### config.mk
export PLATFORM = sky130hd
export DESIGN_NAME = proc_controller_p_flat
export DESIGN_NICKNAME = d
export VERILOG_FILES = /design/src/rtl/proc_controller_p_if.sv /design/src/rtl/proc_controller_p.sv /design/src/flat_wrapper.sv
export SDC_FILE = /design/constraint.sdc
export NUM_CORES = 1
export LEC_CHECK = 0
export CORE_MARGIN = 2
export CORE_UTILIZATION = 35
export CTS_CLUSTER_SIZE = 12
export DETAILED_ROUTE_END_ITERATION = 12
export GPL_TIMING_DRIVEN = 0
export PLACE_DENSITY_LB_ADDON = 0.25
export SLEW_MARGIN = 20
export SYNTH_ARGS = -nofsm -noshare
export SYNTH_HDL_FRONTEND = slang
export SYNTH_SLANG_ARGS = --single-unit
### constraint.sdc
create_clock -name clock -period 3.9 [get_ports clock]
set_input_delay 0.39 -clock clock [delete_from_list [all_inputs] [get_ports clock]]
set_output_delay 0.39 -clock clock [all_outputs]
set_load 0.03 [all_outputs]
### src/rtl/proc_controller_p_if.sv
// proc_controller_p_if: control/status bundle between the sequencer and its datapath
interface proc_controller_p_if #(parameter int RF_ADDR_W = 4);
  localparam int A_W = 2 * RF_ADDR_W;
  localparam int IR_W = 4 + 4 * RF_ADDR_W;
  logic [IR_W-1:0] instruction;
  logic d_ready, alu_zero, go, step_mode;
  logic ld, pc_clr, pc_up, pc_load;
  logic [A_W-1:0] pc_target, d_addr, rf_imm;
  logic d_rd, d_wr;
  logic [1:0] rf_s;
  logic [RF_ADDR_W-1:0] rf_w_addr, rf_ra_addr, rf_rb_addr;
  logic rf_w_wr, rf_ra_rd, rf_rb_rd;
  logic [2:0] alu_s0;
  logic [3:0] state_o;
  logic halted, err;
  modport master (
    input instruction, d_ready, alu_zero, go, step_mode,
    output ld, pc_clr, pc_up, pc_load, pc_target, d_addr, d_rd, d_wr, rf_s, rf_imm,
    output rf_w_addr, rf_ra_addr, rf_rb_addr, rf_w_wr, rf_ra_rd, rf_rb_rd, alu_s0,
    output state_o, halted, err
  );
  modport slave (
    output instruction, d_ready, alu_zero, go, step_mode,
    input ld, pc_clr, pc_up, pc_load, pc_target, d_addr, d_rd, d_wr, rf_s, rf_imm,
    input rf_w_addr, rf_ra_addr, rf_rb_addr, rf_w_wr, rf_ra_rd, rf_rb_rd, alu_s0,
    input state_o, halted, err
  );
endinterface

### src/rtl/proc_controller_p.sv
// proc_controller_p: fetch/decode/execute sequencer for the eight-opcode datapath
module proc_controller_p #(
  parameter int RF_ADDR_W = 4,
  parameter int INIT_CYCLES = 2
) (
  input logic clock,
  input logic reset_n,
  proc_controller_p_if.master bus
);
  localparam int R = RF_ADDR_W;
  localparam int A_W = 2 * R;
  localparam int IR_W = 4 + 4 * R;
  localparam int T = IR_W - 5;
  localparam int CW = $clog2(INIT_CYCLES) + 1;
  typedef enum logic [3:0] {
    INIT = 4'd0, FETCH = 4'd1, DECODE = 4'd2, NOOP = 4'd3, LOAD_A = 4'd4, LOAD_B = 4'd5,
    STORE = 4'd6, ADD = 4'd7, SUB = 4'd8, HALT = 4'd9, LDI = 4'd10, JPZ_RD = 4'd11,
    JPZ_EX = 4'd12, PAUSE = 4'd13, ERROR = 4'd14
  } st_t;
  st_t st, dec, end_st;
  logic [CW-1:0] cnt;
  logic [3:0] op;
  logic [R-1:0] ra, rb, rw;
  logic [A_W-1:0] hi2, mid2;
  logic unused_lo;
  // Fields are packed from the MSB down after the opcode; the low R bits are spare.
  assign op = bus.instruction[IR_W-1 -: 4];
  assign ra = bus.instruction[T -: R];
  assign rb = bus.instruction[T-R -: R];
  assign rw = bus.instruction[T-2*R -: R];
  assign hi2 = bus.instruction[T -: A_W];
  assign mid2 = bus.instruction[T-R -: A_W];
  assign unused_lo = ^bus.instruction[R-1:0];
  assign end_st = bus.step_mode ? PAUSE : FETCH;
  always_comb begin
    dec = ERROR;
    case (op)
      4'd0: dec = NOOP;
      4'd1: dec = STORE;
      4'd2: dec = LOAD_A;
      4'd3: dec = ADD;
      4'd4: dec = SUB;
      4'd5: dec = HALT;
      4'd6: dec = LDI;
      4'd7: dec = JPZ_RD;
      default: dec = ERROR;
    endcase
  end
  always_ff @(posedge clock or negedge reset_n) begin
    if (!reset_n) begin
      st <= INIT;
      cnt <= '0;
    end else begin
      case (st)
        INIT: begin
          cnt <= cnt + 1'b1;
          if (cnt == CW'(INIT_CYCLES - 1)) st <= FETCH;
        end
        FETCH: st <= DECODE;
        DECODE: st <= dec;
        NOOP, ADD, SUB, LDI, LOAD_B, JPZ_EX: st <= end_st;
        JPZ_RD: st <= JPZ_EX;
        LOAD_A: if (bus.d_ready) st <= LOAD_B;
        STORE: if (bus.d_ready) st <= end_st;
        HALT, PAUSE: if (bus.go) st <= FETCH;
        default: st <= st;
      endcase
    end
  end
  assign bus.state_o = st;
  assign bus.pc_clr = st == INIT;
  assign bus.ld = st == FETCH;
  assign bus.pc_up = st == FETCH;
  assign bus.pc_load = st == JPZ_EX && bus.alu_zero;
  assign bus.pc_target = st == JPZ_EX ? mid2 : '0;
  assign bus.d_rd = st == LOAD_A;
  assign bus.d_wr = st == STORE;
  assign bus.d_addr = st == LOAD_A ? hi2 : st == STORE ? mid2 : '0;
  assign bus.rf_s = (st == LOAD_A || st == LOAD_B) ? 2'd1 : st == LDI ? 2'd2 : 2'd0;
  assign bus.rf_imm = st == LDI ? hi2 : '0;
  assign bus.rf_w_wr = st == ADD || st == SUB || st == LOAD_B || st == LDI;
  assign bus.rf_w_addr = bus.rf_w_wr ? rw : '0;
  assign bus.rf_ra_rd = st == ADD || st == SUB || st == STORE || st == JPZ_RD || st == JPZ_EX;
  assign bus.rf_ra_addr = bus.rf_ra_rd ? ra : '0;
  assign bus.rf_rb_rd = st == ADD || st == SUB;
  assign bus.rf_rb_addr = bus.rf_rb_rd ? rb : '0;
  assign bus.alu_s0 = st == ADD ? 3'd1 : st == SUB ? 3'd2 : (st == JPZ_RD || st == JPZ_EX) ? 3'd3 : 3'd0;
  assign bus.halted = st == HALT;
  assign bus.err = st == ERROR;
endmodule

### src/flat_wrapper.sv
// flat-port wrapper written by rule: the top's interface ports become plain ports
module proc_controller_p_flat 
#(
  parameter int RF_ADDR_W = 4,
  parameter int INIT_CYCLES = 2
)
  (clock, reset_n, bus_instruction, bus_d_ready, bus_alu_zero, bus_go, bus_step_mode, bus_ld, bus_pc_clr, bus_pc_up, bus_pc_load, bus_pc_target, bus_d_addr, bus_d_rd, bus_d_wr, bus_rf_s, bus_rf_imm, bus_rf_w_addr, bus_rf_ra_addr, bus_rf_rb_addr, bus_rf_w_wr, bus_rf_ra_rd, bus_rf_rb_rd, bus_alu_s0, bus_state_o, bus_halted, bus_err);
  proc_controller_p_if #(.RF_ADDR_W(RF_ADDR_W)) bus_i ();
  input logic clock;
  input logic reset_n;
  input wire logic [$bits(bus_i.instruction)-1:0] bus_instruction;
  input wire logic [$bits(bus_i.d_ready)-1:0] bus_d_ready;
  input wire logic [$bits(bus_i.alu_zero)-1:0] bus_alu_zero;
  input wire logic [$bits(bus_i.go)-1:0] bus_go;
  input wire logic [$bits(bus_i.step_mode)-1:0] bus_step_mode;
  output wire logic [$bits(bus_i.ld)-1:0] bus_ld;
  output wire logic [$bits(bus_i.pc_clr)-1:0] bus_pc_clr;
  output wire logic [$bits(bus_i.pc_up)-1:0] bus_pc_up;
  output wire logic [$bits(bus_i.pc_load)-1:0] bus_pc_load;
  output wire logic [$bits(bus_i.pc_target)-1:0] bus_pc_target;
  output wire logic [$bits(bus_i.d_addr)-1:0] bus_d_addr;
  output wire logic [$bits(bus_i.d_rd)-1:0] bus_d_rd;
  output wire logic [$bits(bus_i.d_wr)-1:0] bus_d_wr;
  output wire logic [$bits(bus_i.rf_s)-1:0] bus_rf_s;
  output wire logic [$bits(bus_i.rf_imm)-1:0] bus_rf_imm;
  output wire logic [$bits(bus_i.rf_w_addr)-1:0] bus_rf_w_addr;
  output wire logic [$bits(bus_i.rf_ra_addr)-1:0] bus_rf_ra_addr;
  output wire logic [$bits(bus_i.rf_rb_addr)-1:0] bus_rf_rb_addr;
  output wire logic [$bits(bus_i.rf_w_wr)-1:0] bus_rf_w_wr;
  output wire logic [$bits(bus_i.rf_ra_rd)-1:0] bus_rf_ra_rd;
  output wire logic [$bits(bus_i.rf_rb_rd)-1:0] bus_rf_rb_rd;
  output wire logic [$bits(bus_i.alu_s0)-1:0] bus_alu_s0;
  output wire logic [$bits(bus_i.state_o)-1:0] bus_state_o;
  output wire logic [$bits(bus_i.halted)-1:0] bus_halted;
  output wire logic [$bits(bus_i.err)-1:0] bus_err;
  assign bus_i.instruction = bus_instruction;
  assign bus_i.d_ready = bus_d_ready;
  assign bus_i.alu_zero = bus_alu_zero;
  assign bus_i.go = bus_go;
  assign bus_i.step_mode = bus_step_mode;
  assign bus_ld = bus_i.ld;
  assign bus_pc_clr = bus_i.pc_clr;
  assign bus_pc_up = bus_i.pc_up;
  assign bus_pc_load = bus_i.pc_load;
  assign bus_pc_target = bus_i.pc_target;
  assign bus_d_addr = bus_i.d_addr;
  assign bus_d_rd = bus_i.d_rd;
  assign bus_d_wr = bus_i.d_wr;
  assign bus_rf_s = bus_i.rf_s;
  assign bus_rf_imm = bus_i.rf_imm;
  assign bus_rf_w_addr = bus_i.rf_w_addr;
  assign bus_rf_ra_addr = bus_i.rf_ra_addr;
  assign bus_rf_rb_addr = bus_i.rf_rb_addr;
  assign bus_rf_w_wr = bus_i.rf_w_wr;
  assign bus_rf_ra_rd = bus_i.rf_ra_rd;
  assign bus_rf_rb_rd = bus_i.rf_rb_rd;
  assign bus_alu_s0 = bus_i.alu_s0;
  assign bus_state_o = bus_i.state_o;
  assign bus_halted = bus_i.halted;
  assign bus_err = bus_i.err;
  proc_controller_p #(.RF_ADDR_W(RF_ADDR_W), .INIT_CYCLES(INIT_CYCLES)) u_core (.clock(clock), .reset_n(reset_n), .bus(bus_i));
endmodule
==> run metrics, run 1 <==
status=finished clean; post-CTS sizing=0; Die Height=roughly 58 um; Worst R2R Path Depth=4; DRC errors left=0; vias=1,256; clock buffer depth=2; CTS sink count=6; effective utilization at floorplan=0.368; FF-to-FF setup slack=around 2.4 ns; Setup CP Type=reg2out; n_diodes=0; Avg Cell Area, Syn=7.62 um^2; most frequent cell after synthesis=and2_1; RD Place Congestion=0.856; startpoint types=flop; Syn Inst Count=132; CP Cell Sequence=buf_6, buf_2, nand2b_1, nor3_1, buf_4, clkdlybuf4s50_1; worst-path cell with the longest stage delay=clkdlybuf4s50_1; Yosys Warn Count=0; first-pass GRT wire length=5390 um; max cap viols=0; cell family with most CP delay=buffers and inverters; Synth Flop Type=dfrtp_1; H-tree depth=1; die width=57.6 um; syn_nets=161; fin. max-slew vios=0; I/O Pins=82; crit-path max FO=10; post-synthesis sequential area ratio=0.149; Leakage=0.733 nW; crit path time final=2.70 ns; maximum vdd drop=0.000540 V; Post-Syn Area=1010 um^2; Netlist cell types=44; Post-synth EDFFs=0; #FFs+latches synth=6; largest net degree at the start of global routing=11; worst path buffer plus inverter count=4; vias per inst=5.19; Site Rows=19; Worst Skew=0.00405 ns; synth top area cells=and2_1 19%, dfrtp_1 15%, a22o_1 8.7%; setup violators final=0; IO buf count=76; reg2reg end=u_core.bus.state_o[2]; post-DP HPWL=2790 um; most area-hungry cell type in the Yosys netlist=and2_1; Global Route met2 Usage=0.347; layout cell share with drive strength beyond 1=0.118; M3 GR Usage=0.0469; worst min-delay path class=in2async; Final period util=0.691; CTS Buf Count=3; Post-synth ARST share=1.00; worst r2r src=u_core.bus.state_o[0]; RSZ-0062 raised after global routing=false; CTS tree=built; CP endpoint kind=output pin; Commonest cells post-synth=30 x and2_1, 10 x a22o_1, 10 x nor2_1; GR peak layer=met2; antenna viol nets, final=0; Final nets=about 240; vias in the first global route=1,147; antenna violations before repair=0; Iter 0 DRT Violations=35; DR WL/cell=14.1 um; crit-path max cell delay=approximately 0.65 ns; WP data arrival=around 2.3 ns; core area=2730 um^2; Hold-fix buffers, CTS=0; post-synth top area share=0.187; max frequency=approximately 0.37 GHz; Fin. Hold Viols=0; Skew-Pair Late Insertion Delay=0.24 ns; PD cells=717 nW/um^2; Fin Setup TNS=0 ns; Clock Pin Slew Worst Setup and Hold Paths=roughly 0.040 ns; Critical Path RT=3.51 ns; setup bufs post-CTS=0; Total GRT Usage=0.200; Die Area=3320 um^2; first-pass iteration count of the detailed router=4; Total Power=1.31 mW; Syn-to-layout area delta=81.7%; met1 Usage GRT=0.252; CTS root buffer=clkbuf_4; Total Wirelength=3410 um; GRT Residual Overflow=0
[power breakdown]
part	switching (mW)	total [mW]	internal, mW
combinational	0.656	1.14	0.480
sequential	0.0283	0.122	0.0939
clock	0.0193	0.0539	0.0346
total	0.703	1.31	0.608
[placed cells by master (no fill, tap or decap), types with 3 or more instances in the layout]
master and n:
a22o_1 10, and2_1 30, buf_2 4, buf_4 4, clkbuf_4 3, clkdlybuf4s50_1 76
dfrtp_1 6, ha_1 3, inv_1 3, nand2_1 5, nand2b_1 7, nor2_1 10
nor2_2 3, nor2b_1 4, o21ai_0 5
[metrics by stage]
| step | cell area [um^2] | util | std cells | setup WS [ns] | hold slack [ns] |
|---|---|---|---|---|---|
| floorplan | 1010 | - | 132 | 1.47 | 0.0944 |
| global placement | 1810 | 0.660 | 239 | 1.51 | 0.461 |
| detailed placement | 1810 | 0.660 | 239 | 1.49 | 0.480 |
| CTS | 1830 | 0.669 | 242 | 1.22 | 0.384 |
| global route | 1830 | 0.669 | 242 | 1.08 | 0.390 |
| finish | 1830 | 0.669 | 242 | 1.20 | 0.385 |
[area by class of cell]
type | count | area [um^2]
multi-input combinational | 111 | 764
buffer | 11 | 76.3
sequential | 6 | 150
fill | 244 | 906
timing repair buffer | 76 | 761
inverter | 4 | 15.0
tap | 31 | 38.8
clock buffer | 3 | 22.5
[flip-flops by register name, indices dropped and copies added, names as in the netlist]
name / cells
u_core.bus.state_o: 4
u_core.cnt: 2
[cells by family after synthesis]
family	count (synthesis)	share of synthesized area
simple gates	66	0.384
other cells	1	0.00373
flops	6	0.149
buf+inv	15	0.0908
mux	3	0.0311
xor+xnor	1	0.00871
compound gates	37	0.295
fa+ha+maj	3	0.0373
[layer usage]
| metal | vias up | part of all wire |
|---|---|---|
| met2 | 64 | 0.49 |
| met4 | 0 | 0.011 |
| met3 | 4 | 0.084 |
| met5 | - | 0 |
| li1 | 616 | - |
| met1 | 572 | 0.42 |
[how the worst max path moves through the flow]
stage | start | to | cells past startpoint
6_report | u_core.bus.state_o[1] | bus_pc_up | 6
5_1_grt | u_core.bus.state_o[1] | bus_pc_up | 6
4_1_cts | u_core.bus.state_o[1] | bus_pc_up | 6
3_5_place_dp | u_core.bus.state_o[1] | bus_pc_up | 6
3_3_place_gp | u_core.bus.state_o[1] | bus_pc_up | 6
2_1_floorplan | u_core.bus.state_o[1] | bus_pc_up | 5
Power figures use the tool's default switching activity.
==> run 2, diff against run 1 <==
Settings changed: CORE_UTILIZATION 35 to 33.
Clock period 3.9 ns to 2.5 ns, I/O delays scaled along.
==> run 2 against run 1 <==
  * Via count rose by 1.8%
  * Hold slack got worse by 0.15 ns
  * Cell count rose by 0.83%
  * Combinational power rose by 55%
  * Critical path depth fell by 1
  * Register-to-register slack got worse by 1.4 ns
  * Final area rose by 5.3%
  * Clock skew rose by 0.00095 ns
  * Routed wire length rose by 4.1%
  * Worst setup slack got worse by 1.1 ns
  * Flip-flop and latch count did not move
  * Utilization fell by 2.2 points
  * Largest cell class unchanged
==> run metrics, run 2 (synthesis results as in run 1) <==
Worst Skew=0.00500 ns (+0.000951 ns); Final period util=0.955; worst-path cell with the longest stage delay=clkdlybuf4s50_1; crit path time final=2.39 ns; CP Launch Point=u_core.bus.state_o[2]; CTS tree=built; most frequent cells in the layout=44 x clkdlybuf4s50_1, 31 x dlymetal6s2s_1, 30 x and2_1; largest net degree at the start of global routing=11 (unchanged); core area=2980 um^2 (+8.9%); CTS sink count=6 (unchanged); Setup CP Type=reg2out; Clock Pin Slew Worst Setup and Hold Paths=0.04 ns (about the same); die width=59.2 um (+2.8%); Hold-fix buffers, CTS=0 (unchanged); first-pass iteration count of the detailed router=4 (unchanged); fin. max-slew vios=0 (unchanged); Total GRT Usage=0.196 (-0.00397); Syn-to-layout area delta=91.3%; setup violators final=0 (unchanged); startpoint types=flop; vias per inst=5.24 (+0.92%); first-pass GRT wire length=5390 um (unchanged); CTS Buf Count=3 (unchanged); n_diodes=0 (unchanged); Final nets=242 (unchanged); Iter 0 DRT Violations=57 (+63%); number of flip-flops in the largest register=4 (unchanged); CP Cell Sequence=buf_4, nand2b_1, nor2_4, and2_1, clkdlybuf4s50_1; CTS root buffer=clkbuf_4; maximum vdd drop=0.000616 V (+14%); H-tree depth=1 (unchanged); max cap viols=0 (unchanged); Worst R2R Path Depth=5 (+1); final core utilization=0.646 (-0.0224); WP data arrival=2.14 ns (-0.17 ns); Placed Area=1810 um^2 (+0.14%); status=finished clean; worst min-delay path class=in2async; crit-path max FO=9 (-1); Fin Setup TNS=0 ns (unchanged); Total Wirelength=3550 um (+4.1%); post-DP HPWL=2860 um (+2.4%); layout cell share with drive strength beyond 1=0.133 (+0.0142); max frequency=0.419 GHz; IO buf count=76 (unchanged); I/O Pins=82 (unchanged); vias in the first global route=1,148 (+0.087%); Site Rows=20 (+1); GRT Residual Overflow=0 (unchanged); Total Power=2.05 mW (+56%); Leakage=1.28 nW (+74%); RSZ-0062 raised after global routing=false; crit-path max cell delay=0.68 ns (+0.03 ns); worst r2r src=u_core.bus.state_o[2]; effective utilization at floorplan=0.338 (-0.0301); clock buffer depth=2 (unchanged); Die Area=3510 um^2 (+5.6%); antenna violations before repair=0 (unchanged); RD Place Congestion=0.888 (+3.7%); antenna viol nets, final=0 (unchanged); DRC errors left=0 (unchanged); Skew-Pair Late Insertion Delay=0.24 ns (about the same); post-route design area=1920 um^2 (+5.3%); vias=1,278 (+1.8%); DR WL/cell=14.5 um (+3.2%); PD cells=1060 nW/um^2 (+48%); CP endpoint kind=output pin; Fin. Hold Viols=0 (unchanged); commonest non-fill, non-tap cell in the layout=clkdlybuf4s50_1; Critical Path RT=2.25 ns (-1.26 ns); Die Height=59.2 um (+2.8%)
## run 2: changes by cell type in the layout (fill, tap and decap cells not counted)
cell | before | now
nor2_2 | 3 | 1
nor2_4 | 1 | 3
mux2i_2 | 0 | 1
nor3_1 | 2 | 1
buf_4 | 4 | 5
dlymetal6s2s_1 | 0 | 31
clkdlybuf4s50_1 | 76 | 44
mux2i_1 | 2 | 1
nor3_2 | 0 | 1
## run 2: critical path, delay by kind of cell, from the launching register on
kind / cells / cell delay, ns
flip-flops: 1 / 0.38
buffers and inverters: 2 / 0.86
AND/OR/NAND/NOR: 3 / 0.66
## run 2: path summary, 6_finish.rpt
check / endpoint / slack (ns)
worst max-delay path: bus_rf_imm[7] / 0.11
worst min-delay path: u_core.cnt[0] / 0.24
worst min register to register: u_core.cnt[0] / 0.47
max in group asynchronous: u_core.bus.state_o[2] / 2.05
min in group clock: u_core.cnt[0] / 0.47
worst max register to register: u_core.bus.state_o[0] / 1.02
## run 2: power by group
part	switching [mW]	leakage (nW)	internal, mW
sequential	0.0435	0.0713	0.147
combinational	1.03	1.19	0.737
clock	0.0314	0.0138	0.0540
## run 2: area by class of cell
type | instances | area [um^2]
Buffer | 11 | 76.3
Clock buffer | 3 | 22.5
Fill cell | 260 | 1050
Inverter | 4 | 15.0
Multi-Input combinational cell | 111 | 783
Sequential cell | 6 | 150
Tap cell | 33 | 41.3
Timing Repair Buffer | 76 | 836
## run 2: stage by stage
step                      setup slack, ns  cells  hold WS (ns)
after global routing              0.00969    244         0.247
after CTS                        0.000546    244         0.242
final                               0.112    244         0.239
after detailed placement            0.251    241         0.469
after global placement              0.292    241         0.466
after floorplan                     0.206    132       -0.0456
## run 2: metal layers
layer	part of all wire	vias up	track usage	wire length [um]
met5	0	-	0	0
met3	0.080	4	0.0328	285
met1	0.43	586	0.240	1510
met4	0.0054	0	0.0519	19
li1	-	620	-	-
met2	0.49	68	0.350	1730
## run 2: timing repair
| action | in CTS | in global routing |
|---|---|---|
| resized for setup | 1 | 35 |
| pin swaps | 0 | 0 |
| hold endpoints to repair | 0 | 0 |
| endpoints found under the setup margin | 3 | 39 |
| buffers inserted | 0 | 0 |
